<file path="src/rtl/mux_arb_pkg.sv">
// Shared definitions for the four-requester mux arbiter.
//   NUM_REQ   : number of requesters sharing the cascaded mux
//   state_t   : arbiter FSM states (IDLE = no grant, GRANTED = one owner)
//   to_onehot : 2-bit requester index -> one-hot vector
//   to_index  : one-hot vector -> 2-bit requester index (0 when empty)
package mux_arb_pkg;

  localparam int NUM_REQ = 4;

  typedef enum logic {
    IDLE    = 1'b0,
    GRANTED = 1'b1
  } state_t;

  function automatic logic [NUM_REQ-1:0] to_onehot(input logic [1:0] idx);
    to_onehot      = '0;
    to_onehot[idx] = 1'b1;
  endfunction

  function automatic logic [1:0] to_index(input logic [NUM_REQ-1:0] oh);
    to_index = '0;
    for (int i = 0; i < NUM_REQ; i++) begin
      if (oh[i]) to_index = 2'(i);
    end
  endfunction

endpackage

</file>
<file path="src/rtl/rr_pick4.sv">
// Combinational rotating-priority picker for four requesters.
//   req   in  4 : raw request vector
//   ptr   in  2 : requester with highest priority this cycle
//   excl  in  4 : requesters removed from consideration (current owner)
//   pick  out 4 : one-hot winner, or zero when nobody is eligible
//   valid out 1 : a winner exists
module rr_pick4
  import mux_arb_pkg::*;
(
  input  logic [3:0] req,
  input  logic [1:0] ptr,
  input  logic [3:0] excl,
  output logic [3:0] pick,
  output logic       valid
);

  logic [3:0] cand;

  assign cand = req & ~excl;

  // Scan ptr, ptr+1, ... (mod 4); the 2-bit add wraps naturally.
  always_comb begin
    pick  = '0;
    valid = 1'b0;
    for (int k = 0; k < NUM_REQ; k++) begin
      logic [1:0] idx;
      idx = ptr + 2'(k);
      if (!valid && cand[idx]) begin
        pick[idx] = 1'b1;
        valid     = 1'b1;
      end
    end
  end

endmodule

</file>
<file path="src/rtl/mux_arbiter4.sv">
// Round-robin arbiter sharing one four-way cascaded select mux.
// Holds a registered one-hot grant for the duration of a requester's
// transaction, hands off with no bubble on release, and forces a handoff
// after MAX_HOLD cycles when another requester is waiting.
//   clk       in  1 : rising-edge clock
//   reset     in  1 : synchronous active-high reset
//   req       in  4 : request per requester (bit i -> mux input i)
//   grant     out 4 : registered one-hot grant, or zero
//   control1  out 1 : mux select for first  (grant[0])
//   control2  out 1 : mux select for second (grant[1])
//   control3  out 1 : mux select for third  (grant[2])
//   busy      out 1 : any grant bit set
//   timed_out out 1 : one-cycle pulse with the first cycle of a forced grant
module mux_arbiter4
  import mux_arb_pkg::*;
#(
  parameter int MAX_HOLD = 16
) (
  input  logic       clk,
  input  logic       reset,
  input  logic [3:0] req,
  output logic [3:0] grant,
  output logic       control1,
  output logic       control2,
  output logic       control3,
  output logic       busy,
  output logic       timed_out
);

  localparam int HW = (MAX_HOLD < 1) ? 1 : $clog2(MAX_HOLD + 1);
  localparam logic [HW-1:0] LAST    = (MAX_HOLD > 0) ? HW'(MAX_HOLD - 1) : '0;
  localparam logic [HW-1:0] CNT_MAX = {HW{1'b1}};

  state_t          state, state_d;
  logic [3:0]      grant_d;
  logic [1:0]      ptr, ptr_d;
  logic [HW-1:0]   cnt, cnt_d;
  logic            to_d;

  logic [3:0]      pick;
  logic            pvalid;
  logic [1:0]      owner;
  logic            hold_last;

  // Excluding the owner covers both cases that arbitrate while GRANTED:
  // on release its req is already low, on timeout it must not win again.
  rr_pick4 u_pick (
    .req   (req),
    .ptr   (ptr),
    .excl  (grant),
    .pick  (pick),
    .valid (pvalid)
  );

  assign owner     = to_index(grant);
  assign hold_last = (MAX_HOLD != 0) && (cnt == LAST);

  always_comb begin
    state_d = state;
    grant_d = grant;
    ptr_d   = ptr;
    cnt_d   = cnt;
    to_d    = 1'b0;
    case (state)
      IDLE: begin
        if (pvalid) begin
          state_d = GRANTED;
          grant_d = pick;
          ptr_d   = to_index(pick) + 2'd1;
          cnt_d   = '0;
        end
      end
      GRANTED: begin
        if (!req[owner]) begin
          // Release wins over a coincident timeout: no pulse.
          cnt_d = '0;
          if (pvalid) begin
            grant_d = pick;
            ptr_d   = to_index(pick) + 2'd1;
          end else begin
            state_d = IDLE;
            grant_d = '0;
          end
        end else if (hold_last) begin
          cnt_d = '0;
          if (pvalid) begin
            grant_d = pick;
            ptr_d   = to_index(pick) + 2'd1;
            to_d    = 1'b1;
          end
        end else if (cnt != CNT_MAX) begin
          cnt_d = cnt + 1'b1;
        end
      end
      default: begin
        state_d = IDLE;
        grant_d = '0;
        cnt_d   = '0;
      end
    endcase
  end

  always_ff @(posedge clk) begin
    if (reset) begin
      state     <= IDLE;
      grant     <= '0;
      ptr       <= '0;
      cnt       <= '0;
      timed_out <= 1'b0;
    end else begin
      state     <= state_d;
      grant     <= grant_d;
      ptr       <= ptr_d;
      cnt       <= cnt_d;
      timed_out <= to_d;
    end
  end

  // Grant on requester 3 (or no grant) leaves all selects low, which the
  // cascade resolves to the fourth input; busy tells the two apart.
  assign control1 = grant[0];
  assign control2 = grant[1];
  assign control3 = grant[2];
  assign busy     = |grant;

endmodule

</file>
<file path="config.mk">
export PLATFORM = sky130hd
export DESIGN_NAME = mux_arbiter4
export DESIGN_NICKNAME = d
export VERILOG_FILES = /design/src/rtl/mux_arb_pkg.sv /design/src/rtl/rr_pick4.sv /design/src/rtl/mux_arbiter4.sv
export SDC_FILE = /design/constraint.sdc
export NUM_CORES = 1
export LEC_CHECK = 0
export BUFFER_PORTS_ARGS = -buffer_cell sky130_fd_sc_hd__buf_2
export CORE_MARGIN = 2
export CORE_UTILIZATION = 35
export DETAILED_ROUTE_END_ITERATION = 7
export SYNTH_ARGS = -nofsm -noshare
export SYNTH_HDL_FRONTEND = slang
export SYNTH_SLANG_ARGS = --single-unit
export TNS_END_PERCENT = 50
</file>
<file path="constraint.sdc">
create_clock -name clk -period 5.3 [get_ports clk]
set_clock_uncertainty 0.2 [all_clocks]
set_input_delay 0.265 -clock clk [delete_from_list [all_inputs] [get_ports clk]]
set_output_delay 0.265 -clock clk [all_outputs]
set_load 0.01 [all_outputs]
</file>
==> impl_metrics.prom, run 1 <==
# TYPE chip_impl_metric gauge
chip_impl_metric{name="wire_length_of_the_first_global_routing_pass",unit="microns"} 3890
chip_impl_metric{name="fp.dieW",unit="microns"} 57.5
chip_impl_metric{name="internal_power",unit="mW"} 0.297
chip_impl_metric{name="port_buffers",unit=""} 14
chip_impl_metric{name="dp_hpwl",unit="microns"} 1750
chip_impl_info{name="ys_top_cells_by_area",value="sky130_fd_sc_hd__dfxtp_1, sky130_fd_sc_hd__ha_1, sky130_fd_sc_hd__nor2_1"} 1
chip_impl_metric{name="detailed_place.area",unit="sq um"} 1080
chip_impl_metric{name="postSynth.asyncResetShare",unit="%"} 0
chip_impl_metric{name="post-place-ws",unit="ns"} 2.30
chip_impl_metric{name="finalHoldViolations",unit=""} 0
chip_impl_metric{name="placed_cells",unit=""} 157
chip_impl_info{name="ys_top_cells_by_count",value="sky130_fd_sc_hd__nor2_1, sky130_fd_sc_hd__dfxtp_1, sky130_fd_sc_hd__ha_1"} 1
chip_impl_metric{name="tot_gr_track_use",unit="%"} 14.8
chip_impl_info{name="path_cells",value="inv_1, ha_1, nor4b_1, a31oi_1, a31oi_1, a22o_1, a221o_1, or4_4, o32ai_1"} 1
chip_impl_metric{name="die_h",unit="microns"} 57.5
chip_impl_info{name="worstHoldPathType",value="in2reg"} 1
chip_impl_metric{name="tightest_slew",unit="ns"} 0.584
chip_impl_metric{name="floorplan_row_count",unit=""} 19
chip_impl_metric{name="cts_repair_resize_count",unit=""} 0
chip_impl_metric{name="slew_violations",unit=""} 0
chip_impl_metric{name="fin_crit_sh",unit="%"} 57.3
chip_impl_metric{name="p_leak",unit="nW"} 0.466
chip_impl_metric{name="final_non_filler_cells",unit=""} 161
chip_impl_metric{name="critPathMaxStageDelay",unit="ns"} 0.53
chip_impl_metric{name="post_syn_area",unit="sq um"} 1000
chip_impl_metric{name="switching_part_of_the_total_power",unit="%"} 45.0
chip_impl_metric{name="timing.final.setup_violations",unit=""} 0
chip_impl_metric{name="synth_largest_type_area_fraction",unit="%"} 25.9
chip_impl_metric{name="final_hold_slack",unit="ns"} 0.122
chip_impl_metric{name="largest_net_degree_at_the_start_of_global_routing",unit=""} 15
chip_impl_metric{name="fp.dieArea",unit="sq um"} 3310
chip_impl_metric{name="cts-buffers-inserted",unit=""} 3
chip_impl_info{name="crit_top_cell",value="sky130_fd_sc_hd__a31oi_1"} 1
chip_impl_metric{name="area_of_combinational_cells_with_multiple_inputs",unit="sq um"} 698
chip_impl_metric{name="hold_depth",unit=""} 2
chip_impl_metric{name="total_area_of_sequential_cells",unit="sq um"} 260
chip_impl_metric{name="synthesis.instances",unit=""} 117
chip_impl_info{name="slowest_stage",value="sky130_fd_sc_hd__dfxtp_1"} 1
chip_impl_metric{name="globalplace.congestion",unit=""} 0.920
chip_impl_metric{name="synthesis.yosys.warnings",unit=""} 0
chip_impl_metric{name="vias",unit=""} 940
chip_impl_metric{name="drt-total-wl",unit="microns"} 2240
chip_impl_metric{name="number_of_antenna_violations_at_the_first_check_in_global_routing",unit=""} 0
chip_impl_metric{name="post-route-drc-count",unit=""} 0
chip_impl_metric{name="post_route_cells_drive_above_1_share",unit="%"} 20.0
chip_impl_metric{name="period_minus_slack",unit="ns"} 3.04
chip_impl_info{name="synthDominantAreaCellType",value="sky130_fd_sc_hd__dfxtp_1"} 1
chip_impl_metric{name="fp.coreArea",unit="sq um"} 2730
chip_impl_metric{name="antenna_cells_inserted",unit=""} 0
chip_impl_metric{name="start_util",unit="%"} 36.7
chip_impl_info{name="cts.root.buffer_cell",value="sky130_fd_sc_hd__clkbuf_4"} 1
chip_impl_metric{name="ctsHoldBuffers",unit=""} 0
chip_impl_metric{name="cts-root-to-sink-buffers",unit=""} 2
chip_impl_metric{name="totalNegativeSetupSlack",unit="ns"} 0
chip_impl_metric{name="number_of_global_route_vias_before_repair",unit=""} 850
chip_impl_metric{name="clk_transition_reported_paths",unit="ns"} 0.07
chip_impl_metric{name="combPwrFrac",unit="%"} 60.9
chip_impl_metric{name="antenna_left",unit=""} 0
chip_impl_metric{name="later_pin_clock_latency_in_the_skew_report",unit="ns"} 0.27
chip_impl_metric{name="overflow_left_after_global_routing",unit=""} 0
chip_impl_metric{name="synth_sequential_area_ratio",unit="%"} 25.9
chip_impl_metric{name="cp.required",unit="ns"} 5.28
chip_impl_metric{name="synth_edf_count",unit=""} 0
chip_impl_metric{name="timing.slew.headroom",unit="%"} 61.0
chip_impl_info{name="critical_path.endpoint_type",value="flop"} 1
chip_impl_metric{name="synth_fp_nets",unit=""} 132
chip_impl_info{name="rsz0062_at_grt",value="false"} 1
chip_impl_metric{name="area.growth.synth_to_final",unit="%"} 10.5
chip_impl_metric{name="critical_path_peak_fanout",unit=""} 10
chip_impl_metric{name="wl_per_cell",unit="microns"} 13.9
chip_impl_metric{name="arrival",unit="ns"} 3.02
chip_impl_metric{name="drv.max_cap_violation_count",unit=""} 0
chip_impl_metric{name="fill_cells",unit=""} 283
chip_impl_metric{name="seq_power_share",unit="%"} 28.0
chip_impl_metric{name="fmaxAchievable",unit="GHz"} 0.329
chip_impl_metric{name="clock_tree.htree_level_count",unit=""} 1
chip_impl_info{name="status",value="finished clean"} 1
chip_impl_metric{name="clock_sinks",unit=""} 13
chip_impl_metric{name="cellPowerDensity",unit="nW/um^2"} 487
chip_impl_metric{name="setup_ws",unit="ns"} 2.26
chip_impl_metric{name="initialDrtViolationCount",unit=""} 45
chip_impl_metric{name="clkPwrFrac",unit="%"} 11.1
chip_impl_metric{name="netSwitchingPower",unit="mW"} 0.243
chip_impl_info{name="synth_most_common_cell",value="sky130_fd_sc_hd__nor2_1"} 1
chip_impl_metric{name="vdd.ir_drop.worst",unit="mV"} 0.275
chip_impl_info{name="worst_setup_path_start_kind",value="flop"} 1
chip_impl_metric{name="io-pin-count",unit=""} 15
chip_impl_metric{name="finalInstanceArea",unit="sq um"} 1110
chip_impl_metric{name="dr.pass1.iters",unit=""} 4
chip_impl_info{name="synth_top_flop_cell",value="sky130_fd_sc_hd__dfxtp_1"} 1
chip_impl_metric{name="ys_ff_latch",unit=""} 13
chip_impl_metric{name="postCtsSetupBuffers",unit=""} 0
chip_impl_metric{name="drt-vias-per-instance",unit=""} 5.84
chip_impl_metric{name="timing.reg2reg.worst_path_depth",unit=""} 9
chip_impl_metric{name="synthDistinctLibCells",unit=""} 37
chip_impl_metric{name="final_nets",unit=""} 146
chip_impl_metric{name="synth.avg_cell_area",unit="sq um"} 8.58
chip_impl_info{name="critical_path_class",value="reg2reg"} 1
chip_impl_metric{name="finalPower",unit="mW"} 0.540
chip_impl_info{name="tritoncts",value="yes"} 1
chip_impl_metric{name="final_core_utilization",unit="%"} 40.5
[state kept, by name, indices dropped and copies added, names as in the netlist]
name       cells
cnt            5
grant          4
ptr            2
state          1
timed_out      1
[kinds of logic after synthesis]
kind of cell | share of synthesized area (%)
and+or+nand+nor | 28.4
AOI/OAI and AO/OA | 23.6
DFF | 25.9
buffers and inverters | 4.49
adders and majority gates | 11.2
muxes | 5.49
xor gates and xnor gates | 0.873
[area by class of cell]
type                            instances  share of cell area [%]
Clock buffer                            4                    2.37
Tap cell                               31                    3.50
Sequential cell                        13                    23.5
Multi-Input combinational cell         95                    63.0
Inverter                                4                    1.35
Timing Repair Buffer                   14                    6.32
[routing by layer]
| metal | part of all wire [%] | wire (microns) | track usage [%] |
|---|---|---|---|
| met1 | 47 | 1040 | 19.5 |
| met2 | 45 | 1000 | 23.5 |
| met3 | 7.8 | 174 | 4.99 |
| met4 | 0.94 | 21 | 3.32 |
| met5 | 0 | 0 | 0 |
[cells in the final DEF (no fill, tap or decap), types with 2 or more instances in the layout]
| master | synthesis | layout |
|---|---|---|
| sky130_fd_sc_hd__nand4_1 | 2 | 2 |
| sky130_fd_sc_hd__or4_1 | 2 | 2 |
| sky130_fd_sc_hd__ha_1 | 9 | 9 |
| sky130_fd_sc_hd__a221o_2 | 3 | 3 |
| sky130_fd_sc_hd__nor3_1 | 5 | 5 |
| sky130_fd_sc_hd__nand3_1 | 3 | 3 |
| sky130_fd_sc_hd__o32ai_1 | 4 | 4 |
| sky130_fd_sc_hd__clkbuf_4 | 0 | 3 |
| sky130_fd_sc_hd__nor2_1 | 16 | 16 |
| sky130_fd_sc_hd__a22o_1 | 4 | 4 |
| sky130_fd_sc_hd__buf_2 | 0 | 14 |
| sky130_fd_sc_hd__dfxtp_1 | 13 | 13 |
| sky130_fd_sc_hd__nand2b_1 | 6 | 6 |
| sky130_fd_sc_hd__a31oi_1 | 3 | 3 |
| sky130_fd_sc_hd__a22oi_1 | 4 | 4 |
| sky130_fd_sc_hd__a21oi_1 | 8 | 8 |
| sky130_fd_sc_hd__nor2b_1 | 4 | 4 |
| sky130_fd_sc_hd__nand2_1 | 3 | 3 |
| sky130_fd_sc_hd__mux4_2 | 2 | 2 |
| sky130_fd_sc_hd__inv_1 | 4 | 4 |
[final timing paths]
kind | start | end | slack, ns
worst max-delay path | ptr[0] | ptr[0] | 2.26
worst min register to register | cnt[1] | cnt[1] | 0.29
worst min-delay path | reset | grant[3] | 0.12
worst max register to register | ptr[0] | ptr[0] | 2.26
[power by group through the flow]
stage | Clock [mW] | Combinational, mW | Sequential, mW
floorplan | 0 | 0.255 | 0.151
global placement | 0 | 0.324 | 0.152
detailed placement | 0 | 0.326 | 0.154
CTS | 0.0629 | 0.327 | 0.151
global route | 0.0682 | 0.363 | 0.157
finish | 0.0597 | 0.329 | 0.151
[worst max-delay path, delay by kind of cell (launching register included)]
family	cells	cell delay, ns
compound gates	5	1.02
fa+ha+maj	1	0.46
buf+inv	1	0.23
flops	1	0.53
simple gates	2	0.51
(Power assumes the default switching activity.)
==> run 2: changes to the inputs <==
- ABC_AREA: default -> 1
- clock period: 5.3 -> 3.1 ns (I/O delays scaled with it)
==> run 2 against run 1 <==
Against the previous run: register-to-register slack got worse by 1.7 ns; sequential share of layout area decreased by 2.4 points; setup slack got worse by 1.7 ns; die area increased by 9.1%; global-route usage decreased by 0.13 points.
==> impl_metrics.prom, run 2 <==
# TYPE chip_impl_metric gauge
chip_impl_metric{name="synth_edf_count",unit=""} 0
chip_impl_metric{name="timing.slew.headroom",unit="%"} 75.0
chip_impl_metric{name="dp_hpwl",unit="microns"} 1990
chip_impl_metric{name="clkPwrFrac",unit="%"} 8.8
chip_impl_info{name="mostFrequentLayoutCell",value="sky130_fd_sc_hd__nand2_1"} 1
chip_impl_metric{name="area_of_combinational_cells_with_multiple_inputs",unit="sq um"} 737
chip_impl_metric{name="p_leak",unit="nW"} 0.609
chip_impl_metric{name="largest_net_degree_at_the_start_of_global_routing",unit=""} 14
chip_impl_info{name="cts.root.buffer_cell",value="sky130_fd_sc_hd__clkbuf_4"} 1
chip_impl_metric{name="drv.max_cap_violation_count",unit=""} 0
chip_impl_metric{name="drt-vias-per-instance",unit=""} 4.85
chip_impl_metric{name="overflow_left_after_global_routing",unit=""} 0
chip_impl_metric{name="postSynth.asyncResetShare",unit="%"} 0
chip_impl_metric{name="vias",unit=""} 1129
chip_impl_info{name="timing.hold.worst_endpoint",value="cnt[1]"} 1
chip_impl_metric{name="synthesis.yosys.warnings",unit=""} 0
chip_impl_info{name="worst_setup_path_start_kind",value="flop"} 1
chip_impl_metric{name="port_buffers",unit=""} 14
chip_impl_metric{name="synthDistinctLibCells",unit=""} 23
chip_impl_metric{name="placed_cells",unit=""} 229
chip_impl_metric{name="wire_length_of_the_first_global_routing_pass",unit="microns"} 4200
chip_impl_metric{name="fp.dieArea",unit="sq um"} 3610
chip_impl_info{name="largest_registers",value="cnt (5), grant (4), ptr (2)"} 1
chip_impl_info{name="ys_top_cells_by_count",value="sky130_fd_sc_hd__nand2_1, sky130_fd_sc_hd__nand3_1, sky130_fd_sc_hd__inv_1"} 1
chip_impl_metric{name="die_h",unit="microns"} 60.1
chip_impl_metric{name="cts-root-to-sink-buffers",unit=""} 2
chip_impl_metric{name="tightest_slew",unit="ns"} 0.375
chip_impl_metric{name="worst-r2r-setup-slack",unit="ns"} 0.57
chip_impl_metric{name="final_nets",unit=""} 205
chip_impl_metric{name="combPwrFrac",unit="%"} 70.5
chip_impl_metric{name="cts_repair_resize_count",unit=""} 0
chip_impl_metric{name="synthesis.instances",unit=""} 174
chip_impl_metric{name="vdd.ir_drop.worst",unit="mV"} 0.227
chip_impl_info{name="ys_top_cells_by_area",value="sky130_fd_sc_hd__dfxtp_1, sky130_fd_sc_hd__nand2_1, sky130_fd_sc_hd__nand3_1"} 1
chip_impl_info{name="rsz0062_at_grt",value="false"} 1
chip_impl_metric{name="cp.required",unit="ns"} 3.06
chip_impl_metric{name="fp.dieW",unit="microns"} 60.1
chip_impl_metric{name="synth_sequential_area_ratio",unit="%"} 23.6
chip_impl_info{name="synth_top_flop_cell",value="sky130_fd_sc_hd__dfxtp_1"} 1
chip_impl_metric{name="wl_per_cell",unit="microns"} 10.6
chip_impl_metric{name="finalHoldViolations",unit=""} 0
chip_impl_info{name="top_register",value="cnt"} 1
chip_impl_metric{name="clk_transition_reported_paths",unit="ns"} 0.08
chip_impl_metric{name="internal_power",unit="mW"} 0.540
chip_impl_metric{name="start_util",unit="%"} 36.4
chip_impl_metric{name="tot_gr_track_use",unit="%"} 14.7
chip_impl_metric{name="synth_fp_nets",unit=""} 189
chip_impl_info{name="critical_path.endpoint_type",value="flop"} 1
chip_impl_info{name="worstReg2RegStart",value="ptr[1]"} 1
chip_impl_metric{name="hold_depth",unit=""} 2
chip_impl_metric{name="io-pin-count",unit=""} 15
chip_impl_info{name="worstHoldPathType",value="in2reg"} 1
chip_impl_metric{name="timing.final.setup_violations",unit=""} 0
chip_impl_metric{name="post_route_cells_drive_above_1_share",unit="%"} 16.4
chip_impl_metric{name="ctsHoldBuffers",unit=""} 0
chip_impl_info{name="critical_path_class",value="reg2reg"} 1
chip_impl_metric{name="flip_flop_count_of_the_largest_register_after_layout",unit=""} 5
chip_impl_metric{name="later_pin_clock_latency_in_the_skew_report",unit="ns"} 0.28
chip_impl_metric{name="drt-total-wl",unit="microns"} 2480
chip_impl_metric{name="postCtsSetupBuffers",unit=""} 0
chip_impl_metric{name="floorplan_row_count",unit=""} 20
chip_impl_metric{name="area.growth.synth_to_final",unit="%"} 12.0
chip_impl_metric{name="arrival",unit="ns"} 2.49
chip_impl_metric{name="period_minus_slack",unit="ns"} 2.53
chip_impl_metric{name="clock_sinks",unit=""} 13
chip_impl_info{name="worst_hold_startpoint",value="reset"} 1
chip_impl_metric{name="slew_violations",unit=""} 0
chip_impl_info{name="tritoncts",value="yes"} 1
chip_impl_info{name="crit-reg2reg-capture",value="grant[2]"} 1
chip_impl_info{name="status",value="finished clean"} 1
chip_impl_metric{name="number_of_antenna_violations_at_the_first_check_in_global_routing",unit=""} 0
chip_impl_metric{name="final_non_filler_cells",unit=""} 233
chip_impl_metric{name="dr.pass1.iters",unit=""} 4
chip_impl_metric{name="fill_cells",unit=""} 309
chip_impl_metric{name="globalplace.congestion",unit=""} 0.821
chip_impl_metric{name="synth_largest_type_area_fraction",unit="%"} 23.6
chip_impl_metric{name="initialDrtViolationCount",unit=""} 52
chip_impl_metric{name="number_of_global_route_vias_before_repair",unit=""} 1019
chip_impl_metric{name="ys_ff_latch",unit=""} 13
chip_impl_metric{name="fmaxAchievable",unit="GHz"} 0.395
chip_impl_metric{name="post_syn_area",unit="sq um"} 1100
chip_impl_metric{name="totalNegativeSetupSlack",unit="ns"} 0
chip_impl_metric{name="cellPowerDensity",unit="nW/um^2"} 993
chip_impl_info{name="layout_common_cells",value="sky130_fd_sc_hd__nand2_1, sky130_fd_sc_hd__nand3_1, sky130_fd_sc_hd__inv_1, sky130_fd_sc_hd__buf_2"} 1
chip_impl_metric{name="synth.avg_cell_area",unit="sq um"} 6.34
chip_impl_metric{name="antenna_cells_inserted",unit=""} 0
chip_impl_metric{name="netSwitchingPower",unit="mW"} 0.687
chip_impl_metric{name="seq_power_share",unit="%"} 20.7
chip_impl_metric{name="switching_part_of_the_total_power",unit="%"} 56.0
chip_impl_metric{name="fin_crit_sh",unit="%"} 81.6
chip_impl_metric{name="total_area_of_sequential_cells",unit="sq um"} 260
chip_impl_info{name="synthDominantAreaCellType",value="sky130_fd_sc_hd__dfxtp_1"} 1
chip_impl_metric{name="final_core_utilization",unit="%"} 40.8
chip_impl_metric{name="timing.reg2reg.worst_path_depth",unit=""} 12
chip_impl_metric{name="fp.coreArea",unit="sq um"} 3030
chip_impl_metric{name="cts-buffers-inserted",unit=""} 3
chip_impl_info{name="synth_most_common_cell",value="sky130_fd_sc_hd__nand2_1"} 1
chip_impl_metric{name="clock_tree.htree_level_count",unit=""} 1
chip_impl_metric{name="antenna_left",unit=""} 0
chip_impl_metric{name="post-route-drc-count",unit=""} 0
chip_impl_metric{name="critical_path_peak_fanout",unit=""} 9
==> run 2: cell count changes in the layout (fill, tap and decap cells not counted), sizes merged, moves of 5 or more <==
cell | previous run | this run
nand2 | 3 | 54
nand3 | 3 | 38
inv | 4 | 21
nand2b | 6 | 0
nor2b | 5 | 0
==> run 2: stage by stage <==
step | power, mW | cell area [sq um] | setup WS, ns | hold WS [ns]
floorplan | 0.921 | 1100 | 0.885 | 0.0241
global placement | 1.10 | 1210 | 0.690 | 0.252
detailed placement | 1.12 | 1210 | 0.599 | 0.266
CTS | 1.22 | 1230 | 0.574 | 0.0138
global route | 1.36 | 1230 | 0.335 | 0.0317
finish | 1.23 | 1230 | 0.571 | 0.0116
==> run 2: final cells by class <==
type	instances	share of cell area (%)
Multi-Input combinational cell	136	59.7
Sequential cell	13	21.1
Inverter	21	6.38
Timing Repair Buffer	15	6.28
Tap cell	44	4.46
Clock buffer	4	2.13
==> run 2: worst max path at each step <==
stage	startpoint	endpoint	slack (ns)
2_1_floorplan	ptr[1]	cnt[1]	0.88
3_3_place_gp	ptr[1]	cnt[1]	0.69
3_5_place_dp	ptr[1]	cnt[1]	0.60
4_1_cts	ptr[1]	cnt[1]	0.57
5_1_grt	ptr[1]	grant[2]	0.34
6_report	ptr[1]	grant[2]	0.57
==> run 2: logic make-up after synthesis <==
family                     after synthesis  share of synthesized area (%)
and+or+nand+nor                        111                           48.8
buffers and inverters                   25                           9.53
AOI/OAI and AO/OA                       15                           7.04
DFF                                     13                           23.6
adders and majority gates                9                           10.2
xor gates and xnor gates                 1                          0.795
==> run 2: per-layer routing <==
layer  vias up  share of wire [%]  GRT usage, %  routed length, microns
met2        19                 47          26.2                    1180
li1        599                  -             -                       -
met5         -                  0             0                       0
met1       509                 50          18.7                    1230
met3         2                2.1          1.52                      53
met4         0               0.69          3.49                      17
==> run 2: power by group through the flow <==
stage	clock (mW)	combinational (mW)	sequential, mW
2_1_floorplan	0	0.651	0.270
3_3_place_gp	0	0.849	0.255
3_5_place_dp	0	0.856	0.259
4_1_cts	0.107	0.862	0.254
5_1_grt	0.115	0.982	0.262
6_report	0.108	0.865	0.254
==> run 2: worst max-delay path, stage by stage, from the launching register on <==
cell and delay, ns:
sky130_fd_sc_hd__dfxtp_1 0.55, sky130_fd_sc_hd__inv_1 0.22, sky130_fd_sc_hd__ha_1 0.37, sky130_fd_sc_hd__inv_1 0.11, sky130_fd_sc_hd__nand3_1 0.08, sky130_fd_sc_hd__nand2_1 0.14, sky130_fd_sc_hd__nand2_4 0.08, sky130_fd_sc_hd__nor3_4 0.22
sky130_fd_sc_hd__inv_1 0.07, sky130_fd_sc_hd__nand2_1 0.11, sky130_fd_sc_hd__inv_1 0.09, sky130_fd_sc_hd__o21ai_1 0.09, sky130_fd_sc_hd__a21oi_1 0.08
==> run 3: changes to the inputs <==
- clock period: 3.1 -> 2.08 ns (I/O delays scaled with it)
==> run 3 against run 2 <==
Against the previous run: critical path type unchanged; cell count increased by 3.9%; count of clock-buffer cells in the layout unchanged; critical endpoint unchanged; largest power group unchanged; sequential share of layout area decreased by 1.7 points; critical path depth unchanged; die area unchanged.
==> impl_metrics.prom, run 3 (synthesis gave the netlist of run 2 again) <==
# TYPE chip_impl_metric gauge
chip_impl_metric{name="vias",unit=""} 1188
chip_impl_metric{name="final_hold_slack",unit="ns"} 0.213
chip_impl_metric{name="wire_length_of_the_first_global_routing_pass",unit="microns"} 4680
chip_impl_metric{name="start_util",unit="%"} 36.4
chip_impl_metric{name="globalplace.congestion",unit=""} 0.873
chip_impl_metric{name="slew_violations",unit=""} 0
chip_impl_metric{name="placed_cells",unit=""} 235
chip_impl_metric{name="tot_gr_track_use",unit="%"} 16.9
chip_impl_metric{name="initialDrtViolationCount",unit=""} 73
chip_impl_info{name="crit_path_start",value="ptr[0]"} 1
chip_impl_metric{name="dr.pass1.iters",unit=""} 4
chip_impl_info{name="top_register",value="cnt"} 1
chip_impl_metric{name="worst-r2r-setup-slack",unit="ns"} 0.17
chip_impl_metric{name="clock_tree.htree_level_count",unit=""} 1
chip_impl_metric{name="cp.required",unit="ns"} 2.04
chip_impl_info{name="layout_common_cells",value="sky130_fd_sc_hd__nand2_1, sky130_fd_sc_hd__nand3_1, sky130_fd_sc_hd__inv_1, sky130_fd_sc_hd__buf_2, sky130_fd_sc_hd__nor2_1"} 1
chip_impl_metric{name="die_h",unit="microns"} 60.1
chip_impl_metric{name="critical_path_peak_fanout",unit=""} 7
chip_impl_metric{name="totalNegativeSetupSlack",unit="ns"} 0
chip_impl_metric{name="fp.dieArea",unit="sq um"} 3610
chip_impl_metric{name="final_nets",unit=""} 214
chip_impl_metric{name="tightest_slew",unit="ns"} 0.242
chip_impl_metric{name="io-pin-count",unit=""} 15
chip_impl_metric{name="fill_cells",unit=""} 311
chip_impl_metric{name="largest_net_degree_at_the_start_of_global_routing",unit=""} 14
chip_impl_metric{name="switching_part_of_the_total_power",unit="%"} 54.1
chip_impl_info{name="worst_setup_path_start_kind",value="flop"} 1
chip_impl_info{name="mostFrequentLayoutCell",value="sky130_fd_sc_hd__nand2_1"} 1
chip_impl_metric{name="fin_crit_sh",unit="%"} 92.0
chip_impl_metric{name="clkPwrFrac",unit="%"} 7.8
chip_impl_metric{name="area.growth.synth_to_final",unit="%"} 23.8
chip_impl_metric{name="vdd.ir_drop.worst",unit="mV"} 0.432
chip_impl_metric{name="port_buffers",unit=""} 14
chip_impl_metric{name="finalInstanceArea",unit="sq um"} 1370
chip_impl_metric{name="number_of_antenna_violations_at_the_first_check_in_global_routing",unit=""} 0
chip_impl_metric{name="combPwrFrac",unit="%"} 74.4
chip_impl_info{name="worstHoldPathType",value="in2reg"} 1
chip_impl_metric{name="total_area_of_sequential_cells",unit="sq um"} 264
chip_impl_metric{name="fp.coreArea",unit="sq um"} 3030
chip_impl_info{name="crit-reg2reg-capture",value="grant[2]"} 1
chip_impl_metric{name="flip_flop_count_of_the_largest_register_after_layout",unit=""} 5
chip_impl_metric{name="cts-root-to-sink-buffers",unit=""} 2
chip_impl_metric{name="wl_per_cell",unit="microns"} 11.5
chip_impl_metric{name="arrival",unit="ns"} 1.88
chip_impl_metric{name="fp.dieW",unit="microns"} 60.1
chip_impl_metric{name="netSwitchingPower",unit="mW"} 1.12
chip_impl_metric{name="timing.slew.headroom",unit="%"} 83.7
chip_impl_metric{name="finalHoldViolations",unit=""} 0
chip_impl_info{name="tritoncts",value="yes"} 1
chip_impl_metric{name="overflow_left_after_global_routing",unit=""} 0
chip_impl_metric{name="post_route_cells_drive_above_1_share",unit="%"} 27.3
chip_impl_info{name="critical_path_class",value="reg2reg"} 1
chip_impl_metric{name="fmaxAchievable",unit="GHz"} 0.522
chip_impl_metric{name="cts-buffers-inserted",unit=""} 3
chip_impl_metric{name="cellPowerDensity",unit="nW/um^2"} 1510
chip_impl_info{name="largest_registers",value="cnt (5), grant (4), ptr (2)"} 1
chip_impl_metric{name="post-route-drc-count",unit=""} 0
chip_impl_info{name="status",value="finished clean"} 1
chip_impl_info{name="cts.root.buffer_cell",value="sky130_fd_sc_hd__clkbuf_4"} 1
chip_impl_metric{name="antenna_left",unit=""} 0
chip_impl_info{name="worstReg2RegStart",value="ptr[0]"} 1
chip_impl_metric{name="period_minus_slack",unit="ns"} 1.91
chip_impl_metric{name="dp_hpwl",unit="microns"} 2180
chip_impl_metric{name="detailed_place.area",unit="sq um"} 1260
chip_impl_metric{name="final_non_filler_cells",unit=""} 242
chip_impl_metric{name="floorplan_row_count",unit=""} 20
chip_impl_metric{name="timing.final.setup_violations",unit=""} 0
chip_impl_metric{name="timing.reg2reg.worst_path_depth",unit=""} 12
chip_impl_metric{name="number_of_global_route_vias_before_repair",unit=""} 1078
chip_impl_info{name="critical_path.endpoint_type",value="flop"} 1
chip_impl_info{name="cp-endpoint",value="grant[2]"} 1
chip_impl_metric{name="internal_power",unit="mW"} 0.946
chip_impl_metric{name="seq_power_share",unit="%"} 17.8
chip_impl_metric{name="drv.max_cap_violation_count",unit=""} 0
chip_impl_metric{name="p_leak",unit="nW"} 0.661
chip_impl_metric{name="antenna_cells_inserted",unit=""} 0
chip_impl_metric{name="later_pin_clock_latency_in_the_skew_report",unit="ns"} 0.28
chip_impl_metric{name="clk_transition_reported_paths",unit="ns"} 0.08
chip_impl_metric{name="drt-vias-per-instance",unit=""} 4.91
chip_impl_metric{name="drt-total-wl",unit="microns"} 2790
chip_impl_metric{name="clock_sinks",unit=""} 13
chip_impl_metric{name="area_of_combinational_cells_with_multiple_inputs",unit="sq um"} 793
chip_impl_metric{name="final_core_utilization",unit="%"} 45.1
[run 3: cell types whose count changed in the layout (fill, tap and decap cells not counted), moves of 2 or more]
| cell | delta |
|---|---|
| sky130_fd_sc_hd__nand2_2 | +2 |
| sky130_fd_sc_hd__nand3_2 | +2 |
| sky130_fd_sc_hd__nand3_1 | -2 |
| sky130_fd_sc_hd__buf_4 | +8 |
| sky130_fd_sc_hd__dfxtp_1 | -3 |
| sky130_fd_sc_hd__dfxtp_2 | +3 |
| sky130_fd_sc_hd__nand2_1 | -5 |
| sky130_fd_sc_hd__inv_2 | +2 |
| sky130_fd_sc_hd__inv_1 | -2 |
| sky130_fd_sc_hd__nand2_4 | +3 |
[run 3: cell type report]
type	instances	area share [%]
well taps	44	4.03
repair buffers	24	10.8
inverters	21	5.77
flip-flops and latches	13	19.3
multi-input cells	136	58.1
clock buffers	4	1.92
[run 3: worst min path at each step]
stage / from / endpoint / slack [ns] / cells past startpoint
floorplan: reset / ptr[0] / -0.03 / 1
global placement: reset / ptr[1] / 0.24 / 2
detailed placement: reset / ptr[1] / 0.25 / 2
CTS: req[3] / cnt[3] / 0.18 / 7
global route: req[3] / grant[3] / 0.30 / 7
finish: req[3] / cnt[3] / 0.21 / 7
[run 3: worst max-delay path, cell delays in order, from the launching register on]
cell and delay (ns):
sky130_fd_sc_hd__dfxtp_2 0.34, sky130_fd_sc_hd__inv_2 0.05, sky130_fd_sc_hd__buf_4 0.16, sky130_fd_sc_hd__nand3_2 0.10
sky130_fd_sc_hd__nand2_1 0.08, sky130_fd_sc_hd__nand2_2 0.08, sky130_fd_sc_hd__nand2_4 0.08, sky130_fd_sc_hd__nor3_4 0.26
sky130_fd_sc_hd__inv_1 0.08, sky130_fd_sc_hd__nand2_2 0.09, sky130_fd_sc_hd__inv_1 0.08, sky130_fd_sc_hd__o21ai_1 0.09
sky130_fd_sc_hd__a21oi_1 0.09
[run 3: per-layer routing]
layer / vias up / track usage, % / share of wire, %
met3: 2 / 1.95 / 2.4
met5: - / 0 / 0
li1: 614 / - / -
met1: 548 / 22.7 / 49
met4: 0 / 6.03 / 0.61
met2: 24 / 27.5 / 48
[run 3: power groups by stage]
stage                     Combinational, mW  Clock (mW)  Sequential [mW]
final                                  1.54       0.160            0.367
after CTS                              1.43       0.164            0.366
after floorplan                       0.971           0            0.406
after global placement                 1.38           0            0.369
after global routing                   1.72       0.172            0.378
after detailed placement               1.38           0            0.372
[run 3: metrics by stage]
stage               worst slack [ns]  total power [mW]
CTS                          0.00457              1.96
detailed placement           -0.0199              1.75
finish                         0.166              2.06
global placement              0.0500              1.74
floorplan                     0.0253              1.38
global route                 -0.0184              2.27
[run 3: timing repair]
action,in CTS,in global routing
setup endpoints to repair,4,10
pin swaps,1,4
setup buffers,1,1
resized for setup,4,11
hold buffers,1,0
hold endpoints to repair,13,0
